## config.mk

```make
export PLATFORM = sky130hd
export DESIGN_NAME = lcd_arbiter_flat
export DESIGN_NICKNAME = d
export VERILOG_FILES = /design/src/rtl/lcd_arbiter_if.sv /design/src/rtl/lcd_arbiter.sv /design/src/flat_wrapper.sv
export SDC_FILE = /design/constraint.sdc
export NUM_CORES = 1
export LEC_CHECK = 0
export ABC_AREA = 1
export CAP_MARGIN = 30
export CORE_ASPECT_RATIO = 0.9
export CORE_MARGIN = 1.5
export CORE_UTILIZATION = 50
export DETAILED_ROUTE_END_ITERATION = 10
export GPL_TIMING_DRIVEN = 0
export MAX_ROUTING_LAYER = met4
export PLACE_DENSITY = 0.88
export REMOVE_ABC_BUFFERS = 1
export SLEW_MARGIN = 20
export SYNTH_ARGS = -nofsm -noshare
export SYNTH_HDL_FRONTEND = slang
export SYNTH_SLANG_ARGS = --single-unit
```

## constraint.sdc

```tcl
create_clock -name iCLK -period 1.59 [get_ports iCLK]
set_input_delay 0.318 -clock iCLK [delete_from_list [all_inputs] [get_ports iCLK]]
set_output_delay 0.318 -clock iCLK [all_outputs]
set_load 0.1 [all_outputs]
```

## src/rtl/lcd_arbiter_if.sv

```systemverilog
`default_nettype none
// ============================================================================
// lcd_arbiter_if : requester, LCD-controller and status bundle of lcd_arbiter
// Rev 1.0
// ============================================================================
interface lcd_arbiter_if;
  logic       iREQ0;
  logic       iREQ1;
  logic [7:0] iDATA0;
  logic [7:0] iDATA1;
  logic       iRS0;
  logic       iRS1;
  logic       iLOCK0;
  logic       iLOCK1;
  logic       oACK0;
  logic       oACK1;
  logic [1:0] oGRANT;
  logic [7:0] oLCD_DATA;
  logic       oLCD_RS;
  logic       oLCD_Start;
  logic       iLCD_Done;
  logic       oBUSY;

  modport slave (
    input  iREQ0, iREQ1, iDATA0, iDATA1, iRS0, iRS1, iLOCK0, iLOCK1, iLCD_Done,
    output oACK0, oACK1, oGRANT, oLCD_DATA, oLCD_RS, oLCD_Start, oBUSY
  );

  modport master (
    output iREQ0, iREQ1, iDATA0, iDATA1, iRS0, iRS1, iLOCK0, iLOCK1, iLCD_Done,
    input  oACK0, oACK1, oGRANT, oLCD_DATA, oLCD_RS, oLCD_Start, oBUSY
  );
endinterface
`default_nettype wire

```

## src/rtl/lcd_arbiter.sv

```systemverilog
`default_nettype none
// ============================================================================
// lcd_arbiter : two-requester round-robin arbiter with lock for one LCD port
// Rev 1.0
// ============================================================================
module lcd_arbiter #(
  parameter int unsigned      DLY_W   = 18,
  parameter logic [DLY_W-1:0] DLY_MAX = 18'h3FFFE
) (
  input wire           iCLK,
  input wire           iRST_N,
  lcd_arbiter_if.slave bus
);
  localparam logic [1:0] S_IDLE      = 2'd0;
  localparam logic [1:0] S_WAIT_DONE = 2'd1;
  localparam logic [1:0] S_DELAY     = 2'd2;
  localparam logic [1:0] S_ACK       = 2'd3;

  logic [1:0]       r_state;
  logic [1:0]       w_next;
  logic [DLY_W-1:0] r_cnt;
  logic             r_last;
  logic             r_lock;
  logic [7:0]       r_data;
  logic             r_rs;
  logic             w_owner_lock;
  logic             w_grant;
  logic             w_winner;

  // r_last doubles as the current owner: it is updated at every grant.
  assign w_owner_lock = r_last ? bus.iLOCK1 : bus.iLOCK0;

  always_comb begin
    w_grant  = 1'b0;
    w_winner = r_last;
    if (r_lock && w_owner_lock) begin
      w_grant = r_last ? bus.iREQ1 : bus.iREQ0;
    end else if (bus.iREQ0 && bus.iREQ1) begin
      w_grant  = 1'b1;
      w_winner = ~r_last;
    end else if (bus.iREQ0) begin
      w_grant  = 1'b1;
      w_winner = 1'b0;
    end else if (bus.iREQ1) begin
      w_grant  = 1'b1;
      w_winner = 1'b1;
    end
  end

  always_ff @(posedge iCLK or negedge iRST_N) begin
    if (!iRST_N) begin
      r_state <= S_IDLE;
    end else begin
      r_state <= w_next;
    end
  end

  always_comb begin
    w_next = r_state;
    case (r_state)
      S_IDLE:      if (w_grant) w_next = S_WAIT_DONE;
      S_WAIT_DONE: if (bus.iLCD_Done) w_next = S_DELAY;
      S_DELAY:     if (r_cnt >= DLY_MAX) w_next = S_ACK;
      S_ACK:       w_next = S_IDLE;
      default:     w_next = S_IDLE;
    endcase
  end

  always_ff @(posedge iCLK or negedge iRST_N) begin
    if (!iRST_N) begin
      r_cnt  <= '0;
      r_last <= 1'b1;
      r_lock <= 1'b0;
      r_data <= 8'h00;
      r_rs   <= 1'b0;
    end else begin
      if (r_state == S_IDLE && w_grant) begin
        r_last <= w_winner;
        r_data <= w_winner ? bus.iDATA1 : bus.iDATA0;
        r_rs   <= w_winner ? bus.iRS1 : bus.iRS0;
      end
      // Counter sits at zero outside DELAY, so entering DELAY always starts from 0.
      if (r_state == S_DELAY && r_cnt < DLY_MAX) begin
        r_cnt <= r_cnt + DLY_W'(1);
      end else begin
        r_cnt <= '0;
      end
      if (r_state == S_ACK) begin
        r_lock <= w_owner_lock;
      end else if (!w_owner_lock) begin
        r_lock <= 1'b0;
      end
    end
  end

  always_comb begin
    bus.oBUSY      = (r_state != S_IDLE);
    bus.oLCD_Start = (r_state == S_WAIT_DONE);
    bus.oACK0      = (r_state == S_ACK) && !r_last;
    bus.oACK1      = (r_state == S_ACK) && r_last;
    bus.oGRANT     = 2'b00;
    if (r_state != S_IDLE || r_lock) begin
      bus.oGRANT = r_last ? 2'b10 : 2'b01;
    end
  end

  assign bus.oLCD_DATA = r_data;
  assign bus.oLCD_RS   = r_rs;
endmodule
`default_nettype wire

```

## src/flat_wrapper.sv

```systemverilog
// flat-port wrapper written by rule: the top's interface ports become plain ports
module lcd_arbiter_flat 
#(
  parameter int unsigned      DLY_W   = 18,
  parameter logic [DLY_W-1:0] DLY_MAX = 18'h3FFFE
)
  (iCLK, iRST_N, bus_iREQ0, bus_iREQ1, bus_iDATA0, bus_iDATA1, bus_iRS0, bus_iRS1, bus_iLOCK0, bus_iLOCK1, bus_iLCD_Done, bus_oACK0, bus_oACK1, bus_oGRANT, bus_oLCD_DATA, bus_oLCD_RS, bus_oLCD_Start, bus_oBUSY);
  lcd_arbiter_if bus_i ();
  input wire iCLK;
  input wire iRST_N;
  input wire logic [$bits(bus_i.iREQ0)-1:0] bus_iREQ0;
  input wire logic [$bits(bus_i.iREQ1)-1:0] bus_iREQ1;
  input wire logic [$bits(bus_i.iDATA0)-1:0] bus_iDATA0;
  input wire logic [$bits(bus_i.iDATA1)-1:0] bus_iDATA1;
  input wire logic [$bits(bus_i.iRS0)-1:0] bus_iRS0;
  input wire logic [$bits(bus_i.iRS1)-1:0] bus_iRS1;
  input wire logic [$bits(bus_i.iLOCK0)-1:0] bus_iLOCK0;
  input wire logic [$bits(bus_i.iLOCK1)-1:0] bus_iLOCK1;
  input wire logic [$bits(bus_i.iLCD_Done)-1:0] bus_iLCD_Done;
  output wire logic [$bits(bus_i.oACK0)-1:0] bus_oACK0;
  output wire logic [$bits(bus_i.oACK1)-1:0] bus_oACK1;
  output wire logic [$bits(bus_i.oGRANT)-1:0] bus_oGRANT;
  output wire logic [$bits(bus_i.oLCD_DATA)-1:0] bus_oLCD_DATA;
  output wire logic [$bits(bus_i.oLCD_RS)-1:0] bus_oLCD_RS;
  output wire logic [$bits(bus_i.oLCD_Start)-1:0] bus_oLCD_Start;
  output wire logic [$bits(bus_i.oBUSY)-1:0] bus_oBUSY;
  assign bus_i.iREQ0 = bus_iREQ0;
  assign bus_i.iREQ1 = bus_iREQ1;
  assign bus_i.iDATA0 = bus_iDATA0;
  assign bus_i.iDATA1 = bus_iDATA1;
  assign bus_i.iRS0 = bus_iRS0;
  assign bus_i.iRS1 = bus_iRS1;
  assign bus_i.iLOCK0 = bus_iLOCK0;
  assign bus_i.iLOCK1 = bus_iLOCK1;
  assign bus_i.iLCD_Done = bus_iLCD_Done;
  assign bus_oACK0 = bus_i.oACK0;
  assign bus_oACK1 = bus_i.oACK1;
  assign bus_oGRANT = bus_i.oGRANT;
  assign bus_oLCD_DATA = bus_i.oLCD_DATA;
  assign bus_oLCD_RS = bus_i.oLCD_RS;
  assign bus_oLCD_Start = bus_i.oLCD_Start;
  assign bus_oBUSY = bus_i.oBUSY;
  lcd_arbiter #(.DLY_W(DLY_W), .DLY_MAX(DLY_MAX)) u_core (.iCLK(iCLK), .iRST_N(iRST_N), .bus(bus_i));
endmodule
```

* Yosys cells after proc, flatten, opt, wreduce, memory -nomap -nowiden *
Index checks and enable logic that the tools add are counted.

word-level totals
  word-level logic and storage cells = 49
  bits in registers = 31
  input port bits = 25

cells by class
  $lt $le $gt $ge = 2
  eq/ne operators = 7
  bitwise operators = 1
  reductions and logical operators = 11
  muxes and demuxes = 21
  add/subtract/negate cells = 1

operators with widths
  operator                 count
  $add A18 B1 Y18 const B  1
  $ge A18 B18 Y1 const B   1
  $lt A18 B18 Y1 const B   1
  $mux W18                 1
  $mux W1                  13
  $mux W2                  5
  $mux W8                  1
  $pmux W2 S4              1
  $logic_and A1 B1 Y1      6
  $eq A2 B2 Y1 const B     2
  $ne A2 B1 Y1 const B     2
  $ne A2 B2 Y1 const B     2
  $reduce_and A3 Y1        1
  $eq A2 B1 Y1 const B     1
  $logic_not A2 Y1         1
  $reduce_bool A2 Y1       1
  $logic_not A1 Y1         1
  $logic_or A1 B1 Y1       1
  $not A1 Y1               1

* Depth between registers and ports, before layout *
Gate-level depths: netlist of run 1.

  depth after elaboration = 6
  depth in mapped cells = 11
  gate-level depth less buffers = 11

* Worst setup path before layout of run 1 *
No wires, ideal clock.

  kind = register to output
  start = reg u_core.r_state[0]
  end = out bus_oGRANT[0]
  stages on the path, launching flop included = 4
  data arrival time = 2,162 ps
  slack = -890 ps
  path buffers = 0
  cells stage by stage = dfrtp_1 -> inv_1 -> ha_1 -> a21oi_1

between the ends
  word-level cells in the longest chain between the ends = 3

ends and longest elaborated chain
  what                    line                RTL
  from (decl)             lcd_arbiter.sv:19   logic [1:0] r_state;
  from (signal assigned)  lcd_arbiter.sv:54   r_state <= w_next;
  $reduce_bool A2 Y1      lcd_arbiter.sv:102  if (r_state != S_IDLE || r_lock) begin
  $logic_or A1 B1 Y1      lcd_arbiter.sv:102
  $mux W2                 lcd_arbiter.sv:102
  to (decl)               flat_wrapper.sv:22  output wire logic [$bits(bus_i.oGRANT)-1:0] bus_oGRANT;

Every way passes these cells.

* Final worst setup path of run 1 *
  start = reg u_core.r_lock
  end = out bus_oGRANT[1]

between the ends
  word-level cells in the longest chain between the ends = 2

ends and longest elaborated chain
  what                    line                RTL
  from (decl)             lcd_arbiter.sv:23   logic r_lock;
  from (signal assigned)  lcd_arbiter.sv:89   r_lock <= w_owner_lock;
  $logic_or A1 B1 Y1      lcd_arbiter.sv:102
  $mux W2                 lcd_arbiter.sv:102

Every way passes these cells.

==> key figures, run 1 <==
Status
  • Outcome: finished with violations
  • Failing checks: setup timing

Logic synthesis
  • Synth Instances: 218
  • Cell variety after synth: 33
  • Synth Register Bits: 31
  • Sequential share of the synthesized area: 44.71%
  • Synth warn: 0
  • Syn avg cell area: 7.972 um2
  • Synthesized area: 1738 um2

Route
  • Initial DRC Count: 116
  • ANT nets after route: 0
  • Vias post-DR: 1768
  • Residual DRC: 0
  • Pre-antenna DRT Iters: 5
  • Avg Vias per Cell: 5.613
  • Drt wl/cell: 16.84 um
  • Post-Route WL: 5306 um

Worst setup path
  • Crit path kind: reg -> out
  • CP endpoint kind: output port
  • CP max FO: 3
  • Required time worst endpoint: 1.27 ns
  • Critical path arrival: 1.37 ns
  • Critical Path Source Type: flop

Die
  • Die Y: 58.93 um
  • Core Box Area: 3353 um2
  • IO Pins: 40
  • Die Width: 65.15 um
  • Initial Util: 51.83%
  • Die Area: 3839 um2
  • # rows: 20

Global routing
  • Vias in the first global route: 1625
  • Antenna violations before repair: 0
  • Largest net degree at the start of global routing: 32
  • Total global-route track usage: 26.48%
  • First-pass GRT wire length: 7300 um
  • GRT overflow: 0

Power
  • Leak Pwr: 1.036 nW
  • PwrDens: 2105 nW/um2
  • VDD IR max: 2.194 mV

Finish
  • Multi-input logic area: 997.2 um2
  • Design Area, Final: 2522 um2
  • NumNets Final: 301
  • Area delta synth->final: 45.14%
  • N_diodes: 0
  • Share of post-route cells with drive strength above 1: 25.83%
  • Register area: 780.7 um2
  • Fillers: 238

STA
  • Final period utilization: 106.0%
  • Unrepaired setup endpoints after global routing: yes
  • Worst slew pin tran: 0.6726 ns
  • Hold Fails Final Rpt: 0
  • Max-slew violation count: 0
  • Worst Setup Slack, final: -0.09469 ns
  • Min cycle time layout: 1.685 ns
  • Final Skew: 0.008579 ns
  • Fmax: 593.6 MHz
  • Endpoints failing setup: 7
  • Relative slew slack: 55.16%

Place
  • Placed Area: 2151 um2
  • Setup WS pre-CTS: -0.8158 ns
  • IO Port Bufs: 39
  • Detailed placement HPWL: 2794 um
  • Routability cong.: 0.8761

CTS
  • Num CTS Buffers: 5
  • Htree depth: 2
  • Root buffer cell: clkbuf_8
  • Maximum clock insertion buffer count: 2
  • Clock Sink Count: 31
  • Clock slew seen by the registers of the worst setup and hold paths: 0.07 ns
  • CTS Hold Bufs: 0
  • Worst skew pair latency: 0.28 ns
  • TritonCTS clock tree: yes

Worst hold path
  • Worst hold path class: in -> async

Job
  • Maxcap violations: 0
-- cells by family after synthesis --
| logic type | after synthesis | synth area share [%] |
|---|---|---|
| simple gates | 129 | 34.27 |
| flops | 31 | 44.71 |
| compound gates | 21 | 7.271 |
| fa+ha+maj | 6 | 4.320 |
| xor+xnor | 7 | 3.528 |
| buf+inv | 24 | 5.903 |
-- flip-flops by register name (all words and copies together) (netlist names) --
name	count
u_core.r_state	2
u_core.r_last	1
u_core.bus.oLCD_RS	1
u_core.bus.oLCD_DATA	8
u_core.r_lock	1
u_core.r_cnt	18
-- path summary, 6_finish.rpt --
kind / start / end / slack (ns) / cells past startpoint
min in group iCLK: u_core.r_cnt[0]$_DFF_PN0_ / u_core.r_cnt[0]$_DFF_PN0_ / 0.53 / 1
hold reg to reg: u_core.r_cnt[0]$_DFF_PN0_ / u_core.r_cnt[0]$_DFF_PN0_ / 0.53 / 1
setup reg to reg: u_core.r_last$_DFFE_PN1P_ / u_core.bus.oLCD_DATA[7]$_DFFE_PN0P_ / -0.06 / 7
hold / removal: iRST_N / u_core.r_cnt[5]$_DFF_PN0_ / 0.07 / 1
max in group asynchronous: iRST_N / u_core.r_state[0]$_DFFE_PN0P_ / 1.05 / 1
setup / recovery: u_core.r_lock$_DFFE_PN0P_ / bus_oGRANT[1] / -0.09 / 3
-- layout by cell type, fill, tap and decap left out, types with 8 or more instances in the layout --
cell	n
nand2_1	44
nor2_1	35
dfrtp_1	27
clkdlybuf4s50_1	23
nand3_1	19
inv_1	13
a31oi_1	9
buf_4	9
clkdlybuf4s15_2	8
-- routing by layer --
layer | global-route usage, % | vias to the layer above | part of all wire (%)
met4 | 11.01 | 0 | 3.4
met3 | 8.031 | 19 | 7.7
li1 | - | 818 | -
met1 | 30.11 | 839 | 38
met2 | 44.04 | 92 | 51
met5 | - | - | 0
-- report_power, final --
part	internal, mW	switching, mW	leakage [nW]	total, mW
sequential	0.994	0.204	0.396	1.20
combinational	1.05	2.45	0.600	3.50
clock	0.304	0.311	0.0402	0.615
total	2.35	2.96	1.04	5.31
-- per-stage QoR --
stage / setup TNS [ns] / power, mW / hold WS (ns) / util, % / cells
detailed placement: -12.39 / 3.887 / 0.3906 / 64.14 / 297
global route: -0.8688 / 5.513 / 0.1314 / 75.22 / 315
global placement: -21.27 / 3.848 / 0.5217 / 64.29 / 297
floorplan: -6.702 / 3.216 / 0.02241 / - / 214
finish: -0.3177 / 5.310 / 0.06859 / 75.22 / 315
CTS: -0.05627 / 4.980 / 0.08330 / 72.28 / 313
-- cells in the mapped netlist --
library cell,n,area (um2)
nand2_1,46,172.7
nor2_1,36,135.1
dfrtp_1,30,750.7
nand3_1,21,105.1
inv_1,18,67.56
a31oi_1,9,56.30
a21oi_1,7,35.03
ha_1,6,75.07
nand4_1,5,31.28
nor3_1,5,25.02
xor2_1,5,43.79
nand2_2,4,25.02
inv_2,2,7.510
nor2_2,2,12.51
nor3b_1,2,15.01
o21ai_0,2,10.01
xnor2_1,2,17.52
a21oi_2,1,8.760
a22oi_1,1,7.510
and2_1,1,6.260
and3_1,1,6.260
buf_2,1,5.000
buf_4,1,7.510
buf_6,1,11.26
clkbuf_1,1,3.750
dfstp_2,1,26.28
nand2_4,1,11.26
nand3_2,1,10.01
nand4_2,1,12.51
nor2_4,1,11.26
nor3_2,1,10.01
o21ai_2,1,8.760
or2_2,1,6.260
-- worst max-delay path, cell delays in order (launching register included) --
cell	delay (ns)
dfrtp_1	0.47
inv_1	0.18
a21oi_4	0.23
buf_12	0.20
-- cell type report --
type                            count  area share, %
Multi-Input combinational cell    164          39.53
Timing Repair Buffer               48          20.73
Sequential cell                    31          30.95
Clock inverter                      3         0.7937
Clock buffer                        5          2.728
Tap cell                           44          2.183
Inverter                           20          3.075
-- what timing repair did --
action | 4_1_cts | 5_1_grt
buffers inserted | 7 | 2
gates cloned | 1 | 0
endpoints found under the setup margin | 27 | 19
pin swaps | 6 | 2
resized for setup | 96 | 21
Note: power is estimated with default switching activity, not from simulation.
==> inputs of run 2 (changes only) <==
Settings changed: ABC_AREA 1 to unset, CAP_MARGIN 30 to 20, CORE_UTILIZATION 50 to 48, PLACE_DENSITY 0.88 to 0.86.
==> key figures, run 2 <==
Die
  • Die Y: 57.52 um
  • Initial Util: 51.30%
  • # rows: 19
  • Core Box Area: 3090 um2
  • Die Area: 3657 um2
  • IO Pins: 40
  • Die Width: 63.58 um

Global routing
  • Largest net degree at the start of global routing: 32
  • Vias in the first global route: 1456
  • Antenna violations before repair: 0
  • GRT overflow: 0
  • Total global-route track usage: 26.10%
  • First-pass GRT wire length: 6817 um

Logic synthesis
  • Synth warn: 0
  • EDFF count, synth: 0
  • Area contributors post-synth: dfrtp_1, mux2i_1, nor2_1
  • Synth Register Bits: 31
  • Most common cell in the synthesized netlist: dfrtp_1
  • Synth Area in XOR/XNOR: 8.287%
  • Dominant synthesized flop cell: dfrtp_1
  • Area share of fa/ha/maj cells after synthesis: 4.736%
  • Synthesized area: 1585 um2
  • Cell variety after synth: 32
  • Main combinational cell family by area after synthesis: simple AND/OR/NAND/NOR gates
  • Area share of the largest cell type after synthesis: 47.36%
  • Most frequent cells after synthesis: dfrtp_1, nor2_1, nand2_1
  • Synth Area in Compound Gates: 7.735%
  • Synth Instances: 158
  • Async set-or-reset flop fraction in the synthesized netlist: 100.0%
  • Sequential share of the synthesized area: 49.01%
  • Post-synthesis mux area share: 7.024%
  • Post-synthesis cell type with the largest combined area: dfrtp_1
  • Synth Area in Simple Gates: 20.60%
  • Syn avg cell area: 10.03 um2

Place
  • Setup WS pre-CTS: -0.8414 ns
  • IO Port Bufs: 39
  • Placed Area: 2001 um2
  • Detailed placement HPWL: 2529 um
  • Routability cong.: 0.8307

Job
  • Maxcap violations: 0

STA
  • Hold Fails Final Rpt: 0
  • Final Skew: 0.01635 ns
  • Worst Setup Slack, final: -0.3902 ns
  • Min cycle time layout: 1.980 ns
  • Max-slew violation count: 0
  • TNS Setup: -1.501 ns
  • Fmax: 505.0 MHz
  • Endpoints failing setup: 18
  • Final period utilization: 124.5%
  • Unrepaired setup endpoints after global routing: yes
  • Worst slew pin tran: 0.6996 ns
  • Relative slew slack: 53.36%

Finish
  • Most common cell after layout, fill and taps aside: dfrtp_1
  • NumNets Final: 255
  • Most frequent cells in the layout: dfrtp_1, nor2_1, clkdlybuf4s50_1, buf_4, nand2_1
  • Most flop-heavy register: u_core.r_cnt
  • Largest register FFs: 18
  • Area delta synth->final: 52.49%
  • Fin util: 78.22%
  • Share of post-route cells with drive strength above 1: 33.78%
  • N_diodes: 0
  • Design Area, Final: 2417 um2

CTS
  • Worst skew pair latency: 0.34 ns
  • Htree depth: 2
  • Maximum clock insertion buffer count: 2
  • Clock slew seen by the registers of the worst setup and hold paths: 0.10 ns
  • TritonCTS clock tree: yes
  • Num CTS Buffers: 5
  • Clock Sink Count: 31
  • Root buffer cell: clkbuf_4

Worst setup path
  • Crit path kind: reg -> reg
  • CP max stage delay: 0.42 ns
  • Critical path buffers and inverters: 0
  • Critical path arrival: 2.22 ns
  • Cell family with most CP delay: compound AO/OA/AOI/OAI gates
  • CP max FO: 3
  • CP cell instances: nand4_2, nor4_4, o21ai_1, a211oi_2, mux2_4
  • CP endpoint kind: flop
  • Required time worst endpoint: 1.83 ns
  • Critical Path Source Type: flop
  • Critical Path Slowest Stage Cell: dfrtp_1

Power
  • PwrDens: 2070 nW/um2
  • Leak Pwr: 1.099 nW
  • VDD IR max: 1.360 mV

Route
  • Post-Route WL: 5200 um
  • Vias post-DR: 1502
  • Residual DRC: 0
  • Drt wl/cell: 19.48 um
  • Initial DRC Count: 87
  • Avg Vias per Cell: 5.625
  • Pre-antenna DRT Iters: 4
  • ANT nets after route: 0

Status
  • Failing checks: setup timing
  • Outcome: finished with violations

Worst hold path
  • Worst hold path class: in -> async
==> run 2: cell families (layout without fill, tap and decap cells) <==
group | count (synthesis) | after routing
XOR/XNOR | 15 | 15
AND/OR/NAND/NOR | 65 | 67
adder cells (fa/ha/maj) | 6 | 6
buffers and inverters | 10 | 75
multiplexers | 11 | 11
flip-flops | 31 | 31
AO/OA/AOI/OAI | 20 | 20
==> run 2: worst paths after layout <==
check,start,end,slack (ns),cells after the start
setup / recovery,u_core.r_cnt[15]$_DFF_PN0_,u_core.r_state[1]$_DFFE_PN0P_,-0.39,5
hold / removal,iRST_N,u_core.r_cnt[16]$_DFF_PN0_,0.01,1
setup reg to reg,u_core.r_cnt[15]$_DFF_PN0_,u_core.r_state[1]$_DFFE_PN0P_,-0.39,5
hold reg to reg,u_core.bus.oLCD_DATA[7]$_DFFE_PN0P_,u_core.bus.oLCD_DATA[7]$_DFFE_PN0P_,0.48,2
max in group asynchronous,iRST_N,u_core.r_state[0]$_DFFE_PN0P_,1.09,1
min in group iCLK,u_core.bus.oLCD_DATA[7]$_DFFE_PN0P_,u_core.bus.oLCD_DATA[7]$_DFFE_PN0P_,0.48,2
==> run 2: power breakdown <==
group / internal (mW) / total (mW) / leakage [nW] / switching, mW
clock network: 0.172 / 0.443 / 0.0293 / 0.271
logic: 1.10 / 3.41 / 0.666 / 2.31
registers: 0.989 / 1.16 / 0.404 / 0.166
total: 2.26 / 5.00 / 1.10 / 2.75
==> run 2: metal layers <==
layer / global-route usage [%] / up-vias / wire length, um
met5: - / - / 0
met4: 13.66 / 0 / 201
met3: 7.890 / 16 / 263
met2: 44.51 / 68 / 2791
met1: 27.38 / 742 / 1944
li1: - / 676 / -
==> run 2: stage by stage <==
| step | power (mW) | std cells | hold WS [ns] |
|---|---|---|---|
| floorplan | 3.090 | 153 | 0.02241 |
| global placement | 3.680 | 234 | 0.4649 |
| detailed placement | 3.772 | 234 | 0.3956 |
| CTS | 4.740 | 256 | 0.02456 |
| global route | 5.177 | 267 | 0.04016 |
| finish | 5.003 | 267 | 0.01164 |
==> run 2: area by class of cell <==
cell class | instances | area (um2)
fillers | 187 | 673.1
multi-input cells | 119 | 932.1
repair buffers | 62 | 583.1
well taps | 42 | 52.55
inverters | 5 | 18.77
clock buffers | 7 | 45.04
flip-flops and latches | 31 | 780.7
clock inverters | 1 | 5.005
==> run 2: repair_timing <==
action	in CTS	in global routing
hold endpoints to repair	0	0
hold buffers	0	0
buffers inserted	14	9
pin swaps	7	8
gates cloned	0	2
gates resized for setup	104	34
setup endpoints to repair	45	37
